==> config.mk <==
export PLATFORM = sky130hd
export DESIGN_NAME = j1_uart_io_flat
export DESIGN_NICKNAME = d
export VERILOG_FILES = /design/src/rtl/j1_io_pkg.sv /design/src/rtl/j1_uart_io_if.sv /design/src/rtl/j1_fifo.sv /design/src/rtl/j1_uart_io.sv /design/src/flat_wrapper.sv
export SDC_FILE = /design/constraint.sdc
export NUM_CORES = 1
export LEC_CHECK = 0
export CORE_MARGIN = 3
export CORE_UTILIZATION = 60
export DETAILED_ROUTE_END_ITERATION = 12
export PLACE_DENSITY = 0.9
export SLEW_MARGIN = 15
export SYNTH_ARGS = -nofsm -noshare
export SYNTH_HDL_FRONTEND = slang
export SYNTH_SLANG_ARGS = --single-unit
==> constraint.sdc <==
create_clock -name clk -period 4.63 [get_ports clk]
set_input_delay 0.6945 -clock clk [delete_from_list [all_inputs] [get_ports clk]]
set_output_delay 0.6945 -clock clk [all_outputs]
set_load 0.005 [all_outputs]
==> src/rtl/j1_io_pkg.sv <==
// Shared definitions for the J1 UART I/O peripheral.
// Contents:
//   - register offsets inside the 4-word window (io_addr[1:0])
//   - bit positions of the STATUS register
//   - uart_state_e, the state type used by both the TX and RX serial FSMs
package j1_io_pkg;

  // Word offsets within the register window
  localparam logic [1:0] REG_DATA   = 2'd0;
  localparam logic [1:0] REG_STATUS = 2'd1;
  localparam logic [1:0] REG_CTRL   = 2'd2;
  localparam logic [1:0] REG_RSVD   = 2'd3;

  // STATUS bit positions; CTRL reuses the two sticky-flag positions as clear bits
  localparam int ST_TX_FULL    = 0;
  localparam int ST_TX_EMPTY   = 1;
  localparam int ST_RX_VALID   = 2;
  localparam int ST_RX_FULL    = 3;
  localparam int ST_RX_OVERRUN = 4;
  localparam int ST_FRAME_ERR  = 5;
  localparam int STATUS_BITS   = 6;

  typedef enum logic [1:0] {
    IDLE  = 2'd0,
    START = 2'd1,
    DATA  = 2'd2,
    STOP  = 2'd3
  } uart_state_e;

endpackage

==> src/rtl/j1_uart_io_if.sv <==
// J1 I/O bus between the core (master) and a responding peripheral (slave).
// Signals:
//   io_addr  - I/O address (core mem_addr)
//   io_wr    - single-cycle write strobe
//   io_rd    - single-cycle read strobe
//   io_wdata - write data (core dout)
//   io_din   - registered read data returned by the peripheral
interface j1_uart_io_if #(
  parameter int WIDTH      = 32,
  parameter int ADDR_WIDTH = 16
);
  logic [ADDR_WIDTH-1:0] io_addr;
  logic                  io_wr;
  logic                  io_rd;
  logic [WIDTH-1:0]      io_wdata;
  logic [WIDTH-1:0]      io_din;

  modport master (
    output io_addr,
    output io_wr,
    output io_rd,
    output io_wdata,
    input  io_din
  );

  modport slave (
    input  io_addr,
    input  io_wr,
    input  io_rd,
    input  io_wdata,
    output io_din
  );
endinterface

==> src/rtl/j1_fifo.sv <==
// Single-clock synchronous FIFO with show-ahead read data.
// Ports:
//   clk, resetq - clock, asynchronous active-low reset (FIFO empties)
//   push_i      - write data_i this cycle (dropped when full unless popping)
//   pop_i       - remove the head entry (ignored when empty)
//   data_i      - write data
//   data_o      - current head entry, valid while empty_o is low
//   full_o      - all 2**AW entries occupied
//   empty_o     - no entries
module j1_fifo #(
  parameter int WIDTH = 8,
  parameter int AW    = 4
) (
  input  logic             clk,
  input  logic             resetq,
  input  logic             push_i,
  input  logic             pop_i,
  input  logic [WIDTH-1:0] data_i,
  output logic [WIDTH-1:0] data_o,
  output logic             full_o,
  output logic             empty_o
);
  localparam int DEPTH = 1 << AW;
  localparam logic [AW-1:0] PTR_ONE = AW'(1);
  localparam logic [AW:0] CNT_ONE   = (AW+1)'(1);
  localparam logic [AW:0] CNT_FULL  = (AW+1)'(DEPTH);

  logic [WIDTH-1:0] mem_q [DEPTH];
  logic [AW-1:0]    wrPtr_q;
  logic [AW-1:0]    rdPtr_q;
  logic [AW:0]      count_q;
  logic             doPush;
  logic             doPop;

  assign full_o  = (count_q == CNT_FULL);
  assign empty_o = (count_q == '0);
  assign data_o  = mem_q[rdPtr_q];

  // A push into a full FIFO still lands when the head is leaving on the
  // same edge (the write slot is the one being freed). A pop from an empty
  // FIFO never happens, so an empty push+pop only accepts the push.
  assign doPop  = pop_i && !empty_o;
  assign doPush = push_i && (!full_o || pop_i);

  // Storage array; contents need no reset because count_q gates validity
  always_ff @(posedge clk) begin
    if (doPush) begin
      mem_q[wrPtr_q] <= data_i;
    end
  end

  // Pointer and occupancy bookkeeping
  always_ff @(posedge clk or negedge resetq) begin
    if (!resetq) begin
      wrPtr_q <= '0;
      rdPtr_q <= '0;
      count_q <= '0;
    end else begin
      if (doPush) begin
        wrPtr_q <= wrPtr_q + PTR_ONE;
      end
      if (doPop) begin
        rdPtr_q <= rdPtr_q + PTR_ONE;
      end
      case ({doPush, doPop})
        2'b10:   count_q <= count_q + CNT_ONE;
        2'b01:   count_q <= count_q - CNT_ONE;
        default: count_q <= count_q;
      endcase
    end
  end
endmodule

==> src/rtl/j1_uart_io.sv <==
// Memory-mapped 8N1 UART responding on the J1 core's I/O bus.
// Ports:
//   clk, resetq - clock, asynchronous active-low reset
//   bus         - J1 I/O bus (slave side): io_addr, io_wr, io_rd, io_wdata in,
//                 registered io_din out
//   uart_tx     - serial output, idle high
//   uart_rx     - serial input, asynchronous to clk
//   irq         - high while the RX FIFO holds at least one byte
// Registers (word offset within BASE_ADDR window):
//   0 DATA   write: queue a TX byte; read: pop an RX byte (0 when empty)
//   1 STATUS tx_full, tx_empty, rx_valid, rx_full, rx_overrun, frame_err
//   2 CTRL   write 1 to bit4/bit5 to clear rx_overrun/frame_err
//   3        reserved
module j1_uart_io
  import j1_io_pkg::*;
#(
  parameter int                    WIDTH      = 32,
  parameter int                    ADDR_WIDTH = 16,
  parameter logic [ADDR_WIDTH-1:0] BASE_ADDR  = 'h1000,
  parameter int                    CLK_DIV    = 434,
  parameter int                    FIFO_AW    = 4
) (
  input  logic        clk,
  input  logic        resetq,
  j1_uart_io_if.slave bus,
  output logic        uart_tx,
  input  logic        uart_rx,
  output logic        irq
);
  localparam int CW = (CLK_DIV > 2) ? $clog2(CLK_DIV) : 2;
  localparam logic [CW-1:0] BIT_RELOAD  = CW'(CLK_DIV - 1);
  localparam logic [CW-1:0] HALF_RELOAD = CW'(CLK_DIV / 2 - 1);
  localparam logic [CW-1:0] CNT_ONE     = CW'(1);

  logic             hit;
  logic [1:0]       regSel;
  logic             wrHit;
  logic             rdHit;
  logic             txPush;
  logic             clrOverrun;
  logic             clrFrameErr;
  logic [WIDTH-1:0] rdData;
  logic [WIDTH-1:0] ioDin_q;
  logic [STATUS_BITS-1:0] status;
  logic             unusedWdata;

  logic       txFull;
  logic       txEmpty;
  logic [7:0] txFifoData;
  logic       txPop;
  logic       rxFull;
  logic       rxEmpty;
  logic [7:0] rxFifoData;
  logic       rxPop;
  logic       rxPush;

  logic rxOverrunSet;
  logic frameErrSet;
  logic rxOverrun_q;
  logic frameErr_q;

  uart_state_e txState_q, txState_d;
  logic [CW-1:0] txCnt_q, txCnt_d;
  logic [7:0]    txShift_q, txShift_d;
  logic [2:0]    txBit_q, txBit_d;
  logic          txLine_q, txLine_d;

  logic rxMeta_q;
  logic rxSync_q;
  logic rxPrev_q;
  uart_state_e rxState_q, rxState_d;
  logic [CW-1:0] rxCnt_q, rxCnt_d;
  logic [7:0]    rxShift_q, rxShift_d;
  logic [2:0]    rxBit_q, rxBit_d;

  // Address decode: the window is four words, the low two bits pick the register
  assign hit         = (bus.io_addr[ADDR_WIDTH-1:2] == BASE_ADDR[ADDR_WIDTH-1:2]);
  assign regSel      = bus.io_addr[1:0];
  assign wrHit       = bus.io_wr && hit;
  assign rdHit       = bus.io_rd && hit;
  assign txPush      = wrHit && (regSel == REG_DATA);
  assign clrOverrun  = wrHit && (regSel == REG_CTRL) && bus.io_wdata[ST_RX_OVERRUN];
  assign clrFrameErr = wrHit && (regSel == REG_CTRL) && bus.io_wdata[ST_FRAME_ERR];
  assign rxPop       = rdHit && (regSel == REG_DATA) && !rxEmpty;
  assign unusedWdata = ^bus.io_wdata[WIDTH-1:8];

  assign irq     = !rxEmpty;
  assign uart_tx = txLine_q;
  assign bus.io_din = ioDin_q;

  j1_fifo #(.WIDTH(8), .AW(FIFO_AW)) txFifo (
    .clk     (clk),
    .resetq  (resetq),
    .push_i  (txPush),
    .pop_i   (txPop),
    .data_i  (bus.io_wdata[7:0]),
    .data_o  (txFifoData),
    .full_o  (txFull),
    .empty_o (txEmpty)
  );

  j1_fifo #(.WIDTH(8), .AW(FIFO_AW)) rxFifo (
    .clk     (clk),
    .resetq  (resetq),
    .push_i  (rxPush),
    .pop_i   (rxPop),
    .data_i  (rxShift_q),
    .data_o  (rxFifoData),
    .full_o  (rxFull),
    .empty_o (rxEmpty)
  );

  // STATUS image; tx_empty also requires the shifter to be idle so software
  // can tell when the last stop bit has actually left the pin
  always_comb begin
    status                = '0;
    status[ST_TX_FULL]    = txFull;
    status[ST_TX_EMPTY]   = txEmpty && (txState_q == IDLE);
    status[ST_RX_VALID]   = !rxEmpty;
    status[ST_RX_FULL]    = rxFull;
    status[ST_RX_OVERRUN] = rxOverrun_q;
    status[ST_FRAME_ERR]  = frameErr_q;
  end

  // Read mux; CTRL and the reserved slot read back as zero
  always_comb begin
    rdData = '0;
    case (regSel)
      REG_DATA: begin
        if (!rxEmpty) begin
          rdData[7:0] = rxFifoData;
        end
      end
      REG_STATUS: rdData[STATUS_BITS-1:0] = status;
      default: rdData = '0;
    endcase
  end

  // Read data register: only a hit read updates it, so misses leave the
  // previous value visible to the core
  always_ff @(posedge clk or negedge resetq) begin
    if (!resetq) begin
      ioDin_q <= '0;
    end else if (rdHit) begin
      ioDin_q <= rdData;
    end
  end

  // Sticky error flags; a new error on the same edge as a clear wins so that
  // an event is never silently lost
  always_ff @(posedge clk or negedge resetq) begin
    if (!resetq) begin
      rxOverrun_q <= 1'b0;
      frameErr_q  <= 1'b0;
    end else begin
      if (rxOverrunSet) begin
        rxOverrun_q <= 1'b1;
      end else if (clrOverrun) begin
        rxOverrun_q <= 1'b0;
      end
      if (frameErrSet) begin
        frameErr_q <= 1'b1;
      end else if (clrFrameErr) begin
        frameErr_q <= 1'b0;
      end
    end
  end

  // TX state register; the line is registered so reset forces it high at once
  always_ff @(posedge clk or negedge resetq) begin
    if (!resetq) begin
      txState_q <= IDLE;
      txCnt_q   <= '0;
      txShift_q <= '0;
      txBit_q   <= '0;
      txLine_q  <= 1'b1;
    end else begin
      txState_q <= txState_d;
      txCnt_q   <= txCnt_d;
      txShift_q <= txShift_d;
      txBit_q   <= txBit_d;
      txLine_q  <= txLine_d;
    end
  end

  // TX next state: every state lasts CLK_DIV clocks; the end of STOP chains
  // straight into the next START when more bytes are queued
  always_comb begin
    txState_d = txState_q;
    txCnt_d   = txCnt_q;
    txShift_d = txShift_q;
    txBit_d   = txBit_q;
    txLine_d  = txLine_q;
    txPop     = 1'b0;
    case (txState_q)
      IDLE: begin
        txLine_d = 1'b1;
        if (!txEmpty) begin
          txPop     = 1'b1;
          txShift_d = txFifoData;
          txCnt_d   = BIT_RELOAD;
          txLine_d  = 1'b0;
          txState_d = START;
        end
      end
      START: begin
        if (txCnt_q == '0) begin
          txState_d = DATA;
          txCnt_d   = BIT_RELOAD;
          txBit_d   = '0;
          txLine_d  = txShift_q[0];
        end else begin
          txCnt_d = txCnt_q - CNT_ONE;
        end
      end
      DATA: begin
        if (txCnt_q == '0) begin
          txCnt_d = BIT_RELOAD;
          if (txBit_q == 3'd7) begin
            txState_d = STOP;
            txLine_d  = 1'b1;
          end else begin
            txBit_d   = txBit_q + 3'd1;
            txShift_d = {1'b0, txShift_q[7:1]};
            txLine_d  = txShift_q[1];
          end
        end else begin
          txCnt_d = txCnt_q - CNT_ONE;
        end
      end
      STOP: begin
        if (txCnt_q == '0) begin
          if (!txEmpty) begin
            txPop     = 1'b1;
            txShift_d = txFifoData;
            txCnt_d   = BIT_RELOAD;
            txLine_d  = 1'b0;
            txState_d = START;
          end else begin
            txLine_d  = 1'b1;
            txState_d = IDLE;
          end
        end else begin
          txCnt_d = txCnt_q - CNT_ONE;
        end
      end
      default: txState_d = IDLE;
    endcase
  end

  // RX synchronizer plus one extra stage for falling-edge detection; all
  // reset to the idle (high) level so reset never looks like a start bit
  always_ff @(posedge clk or negedge resetq) begin
    if (!resetq) begin
      rxMeta_q <= 1'b1;
      rxSync_q <= 1'b1;
      rxPrev_q <= 1'b1;
    end else begin
      rxMeta_q <= uart_rx;
      rxSync_q <= rxMeta_q;
      rxPrev_q <= rxSync_q;
    end
  end

  // RX state register
  always_ff @(posedge clk or negedge resetq) begin
    if (!resetq) begin
      rxState_q <= IDLE;
      rxCnt_q   <= '0;
      rxShift_q <= '0;
      rxBit_q   <= '0;
    end else begin
      rxState_q <= rxState_d;
      rxCnt_q   <= rxCnt_d;
      rxShift_q <= rxShift_d;
      rxBit_q   <= rxBit_d;
    end
  end

  // RX next state: the half-bit wait in START moves every later sample to
  // the middle of its bit. An overrun only occurs when the FIFO is full and
  // the core is not popping on the same edge.
  always_comb begin
    rxState_d    = rxState_q;
    rxCnt_d      = rxCnt_q;
    rxShift_d    = rxShift_q;
    rxBit_d      = rxBit_q;
    rxPush       = 1'b0;
    rxOverrunSet = 1'b0;
    frameErrSet  = 1'b0;
    case (rxState_q)
      IDLE: begin
        if (rxPrev_q && !rxSync_q) begin
          rxState_d = START;
          rxCnt_d   = HALF_RELOAD;
        end
      end
      START: begin
        if (rxCnt_q == '0) begin
          if (rxSync_q) begin
            rxState_d = IDLE;
          end else begin
            rxState_d = DATA;
            rxCnt_d   = BIT_RELOAD;
            rxBit_d   = '0;
          end
        end else begin
          rxCnt_d = rxCnt_q - CNT_ONE;
        end
      end
      DATA: begin
        if (rxCnt_q == '0) begin
          rxShift_d = {rxSync_q, rxShift_q[7:1]};
          rxCnt_d   = BIT_RELOAD;
          if (rxBit_q == 3'd7) begin
            rxState_d = STOP;
          end else begin
            rxBit_d = rxBit_q + 3'd1;
          end
        end else begin
          rxCnt_d = rxCnt_q - CNT_ONE;
        end
      end
      STOP: begin
        if (rxCnt_q == '0) begin
          rxState_d = IDLE;
          if (rxSync_q) begin
            rxPush       = 1'b1;
            rxOverrunSet = rxFull && !rxPop;
          end else begin
            frameErrSet = 1'b1;
          end
        end else begin
          rxCnt_d = rxCnt_q - CNT_ONE;
        end
      end
      default: rxState_d = IDLE;
    endcase
  end
endmodule
==> src/flat_wrapper.sv <==
// flat-port wrapper written by rule: the top's interface ports become plain ports
module j1_uart_io_flat import j1_io_pkg::*;
#(
  parameter int                    WIDTH      = 32,
  parameter int                    ADDR_WIDTH = 16,
  parameter logic [ADDR_WIDTH-1:0] BASE_ADDR  = 'h1000,
  parameter int                    CLK_DIV    = 434,
  parameter int                    FIFO_AW    = 4
)
  (clk, resetq, uart_tx, uart_rx, irq, bus_io_addr, bus_io_wr, bus_io_rd, bus_io_wdata, bus_io_din);
  j1_uart_io_if #(.WIDTH(WIDTH), .ADDR_WIDTH(ADDR_WIDTH)) bus_i ();
  input  logic clk;
  input  logic resetq;
  output logic uart_tx;
  input  logic uart_rx;
  output logic irq;
  input wire logic [$bits(bus_i.io_addr)-1:0] bus_io_addr;
  input wire logic [$bits(bus_i.io_wr)-1:0] bus_io_wr;
  input wire logic [$bits(bus_i.io_rd)-1:0] bus_io_rd;
  input wire logic [$bits(bus_i.io_wdata)-1:0] bus_io_wdata;
  output wire logic [$bits(bus_i.io_din)-1:0] bus_io_din;
  assign bus_i.io_addr = bus_io_addr;
  assign bus_i.io_wr = bus_io_wr;
  assign bus_i.io_rd = bus_io_rd;
  assign bus_i.io_wdata = bus_io_wdata;
  assign bus_io_din = bus_i.io_din;
  j1_uart_io #(.WIDTH(WIDTH), .ADDR_WIDTH(ADDR_WIDTH), .BASE_ADDR(BASE_ADDR), .CLK_DIV(CLK_DIV), .FIFO_AW(FIFO_AW)) u_core (.clk(clk), .resetq(resetq), .bus(bus_i), .uart_tx(uart_tx), .uart_rx(uart_rx), .irq(irq));
endmodule
==> After elaboration in Yosys (flattened, before gate mapping) <==
Memory sizes are Yosys's and may differ from the RTL's.
Index checks and enable logic that the tools add are counted.
Widths: inputs -> output; s select.
{ "totals": {"mem_count": 2, "inputBits": 53, "output_inout_bits": 34, "wordCells": 182, "ram_bits": 256, "ff_bits": 84} }
{ "mem_list": {"columns": ["memory", "words", "word_bits", "rd", "rd_clocked_by_memory_dff", "write_ports", "line_no", "source"], "rows": [
  ["u_core.rxFifo.mem_q", 16, 8, 1, 0, 1, "j1_fifo.sv:28", "logic [WIDTH-1:0] mem_q [DEPTH];"],
  ["u_core.txFifo.mem_q", 16, 8, 1, 0, 1, "j1_fifo.sv:28", null]
]} }
{ "classes": {"muxes": 69, "addsub": 12, "reduce_logical": 46, "eq_ne": 32} }
{ "ops": {"columns": ["op", "n"], "rows": [
  ["$mux 9", 8],
  ["$mux 8", 5],
  ["$pmux 9 s4", 1],
  ["$pmux 9 s3", 1],
  ["$mux 1", 25],
  ["$mux 2", 12],
  ["$pmux 8 s3", 1],
  ["$mux 3", 7],
  ["$pmux 5 s2", 2],
  ["$logic_not 9->1", 2],
  ["$ne 2x1->1 const B", 9],
  ["$sub 9x1->9 const B", 2],
  ["$add 4x1->4 const B", 4],
  ["$pmux 2 s4", 2],
  ["$logic_and 1x1->1", 15],
  ["$reduce_and 5->1", 3],
  ["$eq 14x11->1 const B", 1],
  ["$eq 2x2->1 const B", 7],
  ["$pmux 3 s2", 2],
  ["$pmux 6 s2", 1],
  ["$reduce_bool 2->1", 6],
  ["$add 5x1->5 const B", 2],
  ["$eq 2x1->1 const B", 5],
  ["$eq 5x5->1 const B", 2],
  ["16 further kinds", 34]
]} }

==> Logic depth before layout (Yosys ltp) <==
{ "logic_depth": {"depth_word": 10, "depth_mapped": 18, "ltp_nobuf": 15} }

==> Modules after synthesis <==
From an unflattened synthesis, not the netlist that was laid out.
{ "unflattened": {"cells_unflattened": 1018, "area_unflattened_um2": 15228.4} }
{ "by_module_without_submodules": {"columns": ["mod", "seq_area_each_um2", "area_each_um2", "cells_each", "n_inst"], "rows": [
  ["j1_fifo", 4169.0, 5811.8, 327, 2],
  ["j1_uart_io", 1456.4, 3604.7, 364, 1]
]} }

==> Worst setup path before layout <==
OpenSTA, ideal clock, no wires.
{ "synth_timing": {"kind": "reg2reg", "start": "register u_core.txCnt_q[0]", "end": "register u_core.txFifo.count_q[4]", "path_slack_ns": 1.124, "path_stages_with_launch": 19, "arrival_ns": 3.383, "synth_period_minus_slack_ns": 3.506, "t_required_ns": 4.508, "cell_sequence": "dfrtp_1 inv_1 ha_1 or4b_1 clkbuf_1 o31a_1 o211ai_2 and3_4 buf_6 inv_1 ha_1 clkbuf_1 xor2_1 ha_1 a211oi_1 a21oi_1 a32oi_1 nor2_1 xnor2_1"} }
{ "synth_via": {"elab_chain_len": 7, "word_cells_on_any_way": 10, "cone_classes": "2 x eq/ne; 3 x mux; 5 x reduce/logical"} }
{ "synth_rtl": {"columns": ["item", "line_no", "source"], "rows": [
  ["from (decl)", "j1_uart_io.sv:63", "logic [CW-1:0] txCnt_q, txCnt_d;"],
  ["from (signal assigned)", "j1_uart_io.sv:179", "txCnt_q <= txCnt_d;"],
  ["$logic_not 9->1 (*)", "j1_uart_io.sv:232", "if (txCnt_q == '0) begin"],
  ["$mux 1 (*)", "j1_uart_io.sv:232", null],
  ["$pmux 1 s2 (*)", "j1_uart_io.sv:195", "case (txState_q)"],
  ["$logic_or 1x1->1", "j1_fifo.sv:43", "assign doPush = push_i && (!full_o || pop_i);"],
  ["$logic_and 1x1->1", "j1_fifo.sv:43", null],
  ["$eq 2x1->1 or $eq 2x2->1 (tied branches)", "j1_fifo.sv:65", "case ({doPush, doPop})"],
  ["$pmux 5 s2 or $reduce_bool 2->1 (tied branches)", null, null],
  ["to (signal assigned)", "j1_fifo.sv:66", "2'b10: count_q <= count_q + CNT_ONE;"],
  ["to (signal assigned)", "j1_fifo.sv:67", "2'b01: count_q <= count_q - CNT_ONE;"],
  ["to (signal assigned)", "j1_fifo.sv:68", "default: count_q <= count_q;"],
  ["to (decl)", "j1_fifo.sv:31", "logic [AW:0] count_q;"]
]} }
Every way passes the cells marked *; elsewhere a longest branch is shown, timed or not.
A chain may end at the register's enable or synchronous reset.

==> Worst setup path in the final report <==
Ends and elaborated chain as after synthesis.

==> out/metrics.csv <==
metric,value,unit
insertion_delay,0.53,ns
rsz0062_at_grt,false,
clock-sinks,340,
yosys.area_share.simple,7.517,%
path_class,reg -> reg,
cts_resized,0,
cts_buffer_depth,3,
ys_top_cells_by_area,"edfxtp_1 (52%), dfrtp_1 (13%), mux4_2 (8.5%)",
synth_top_family_by_area,multiplexers,
cp-start-kind,flop,
postCtsSetupBuffers,0,
fin_tns_setup,0,ns
ys.flop_type,edfxtp_1,
nFillCells,1492,
num_io_pins,87,
gp_congestion,0.9115,
final_antenna_net_count,0,
final_nets,1109,
synthMuxAreaShare,11.26,%
wl_per_cell,23.64,microns
netlist_area,14850,sq um
drive_above_1_share,15.00,%
floorplan.rows,56,
synth_fa_ha_area_share,3.000,%
grt_antenna_before_repair,0,
yosysSeqAreaShare,65.96,%
synth_commonest_cells,"edfxtp_1 (256), dfrtp_1 (80), mux4_2 (56)",
p_leak,5.810,nW
fin_crit,3.943,ns
yosysTopAreaCell,edfxtp_1,
io_buffer_count,38,
grt_pass1_vias,8914,
hold_ws,0.1900,ns
coreArea,23890,sq um
ff2ff_path_depth,15,
diodes,0,
yosys_warnings,0,
relSlewSlack,29.42,%
cts_made_buffers,34,
synth_area_per_cell,15.21,sq um
wirelength,32.30,mm
syn_inst,976,
die_area,26670,sq um
firstDrtPassIters,5,
multi_input_area,4652,sq um
setup_viol,0,
vias,8711,
regArea,9797,sq um
routed_via_density,6.377,
grt_pass1_wl,50.54,mm
synth_compound_area_share,7.331,%
hold_violations,0,
h-tree-depth,2,
slew_viol_final,0,
cp_max_fo,15,
maxCapViolations,0,
reg2reg_slack,0.69,ns
ys_ff_latch,340,
outcome,finished clean,
yosysMostFrequentCell,edfxtp_1,
synth_top_area_share,51.77,%
hold_path_class,in -> async,
grt_max_degree,46,
fmax,0.2536,GHz
drtIter0Drc,852,
final_area,16520,sq um
grt_use_total,24.92,%
cts_tree,built,
cts_root_buffer,clkbuf_16,
dpl.hpwl,20.56,mm
tightest_slew,1.059,ns
synth.distinct_cells,72,
overflow,0,
hold_buffers,0,
drcViolationCount,0,
ir_drop,350.9,uV
die-height,163.3,microns
fin_crit_sh,85.17,%
syn_to_final_growth,11.26,%
dieWidth,163.3,microns
required,5.03,ns
clkSlewWorstSetupHoldPaths,0.06,ns
place_area,15480,sq um
synth_xor_area_share,1.534,%
async_flop_share,24.71,%
fin_skew,0.02044,ns
end_kind,flop,
crit_arrival,4.35,ns
initial_core_util,62.14,%
synth_edf_count,256,
pwr_density_cell,397.9,nW/um^2
[critical path, stage by stage (launching register included)]
cell,delay [ns]
dfrtp_1,0.40
inv_1,0.13
ha_1,0.15
or4b_1,0.56
o31a_1,0.35
o211ai_2,0.23
and3_4,0.32
inv_1,0.10
ha_1,0.33
xor2_1,0.21
ha_1,0.24
a211oi_1,0.31
a21oi_1,0.10
a32oi_1,0.18
nor2_1,0.07
xnor2_1,0.13
[per-layer routing]
metal / track usage, % / part of all wire (%)
met5: 0 / 0
met4: 8.651 / 3.2
met3: 4.007 / 5.7
met2: 44.68 / 54
met1: 30.95 / 37
[registers in the layout, summed over array words and instances (netlist names), 3 cells and up, named ones only]
signal,count
u_core.bus.io_din,8
u_core.txFifo.rdPtr_q,4
u_core.rxShift_q,8
u_core.txFifo.count_q,5
u_core.rxFifo.count_q,5
u_core.rxBit_q,3
u_core.rxFifo.rdPtr_q,4
u_core.rxCnt_q,9
u_core.rxFifo.wrPtr_q,4
u_core.txFifo.mem_q,128
u_core.rxFifo.mem_q,128
u_core.txCnt_q,9
u_core.txFifo.wrPtr_q,4
u_core.txBit_q,3
u_core.txShift_q,8
[placed cells by master (no fill, tap or decap), types with 7 or more instances in the layout]
cell,instances
a21oi_1,52
a22o_1,7
a22oi_1,22
a31oi_1,10
and2_1,7
and3_1,15
buf_4,19
clkbuf_1,8
clkbuf_16,34
clkdlybuf4s50_1,37
clkinv_1,8
conb_1,24
dfrtp_1,78
edfxtp_1,256
ha_1,34
inv_1,32
mux2_2,16
mux2i_1,23
mux4_2,56
nand2_1,40
nand3_1,19
nand4_1,7
nor2_1,50
nor2b_1,13
nor3_1,20
o21ai_0,27
xnor2_1,14
xor2_1,12
[metrics by stage]
step | utilization [%] | power, mW | std cells | worst slack (ns)
3_3_place_gp | 64.79 | 4.017 | 1304 | 0.5494
2_1_floorplan | - | 3.885 | 999 | 1.124
3_5_place_dp | 64.79 | 4.049 | 1304 | 0.3733
4_1_cts | 69.14 | 6.592 | 1366 | 0.6712
6_report | 69.14 | 6.573 | 1366 | 0.6867
5_1_grt | 69.14 | 6.813 | 1366 | 0.3660
[cells by family after synthesis]
| group | count (synthesis) |
|---|---|
| AND/OR/NAND/NOR | 210 |
| multiplexers | 95 |
| other | 1 |
| flip-flops | 340 |
| buffers and inverters | 102 |
| AO/OA/AOI/OAI | 167 |
| XOR/XNOR | 26 |
| adder cells (fa/ha/maj) | 35 |
[layout make-up]
cell class,count,area share [%]
flip-flops and latches,340,59.30
clock buffers,44,5.499
clock inverters,18,0.7877
multi-input cells,557,28.16
inverters,32,0.7271
repair buffers,56,3.105
well taps,319,2.416
[power breakdown]
part / switching, mW / internal (mW) / leakage (nW)
Clock: 1.14 / 1.41 / 0.504
Combinational: 0.377 / 0.232 / 1.93
Sequential: 0.0815 / 3.33 / 3.38
[path summary, 6_finish.rpt]
kind                              startpoint                       end
max                        u_core.txCnt_q[0]  u_core.txFifo.count_q[4]
min                                   resetq         u_core.txBit_q[1]
max reg2reg                u_core.txCnt_q[0]  u_core.txFifo.count_q[4]
min reg2reg                  u_core.rxMeta_q           u_core.rxSync_q
max in group asynchronous             resetq           u_core.rxMeta_q
min in group clk             u_core.rxMeta_q           u_core.rxSync_q
(Power assumes the default switching activity.)
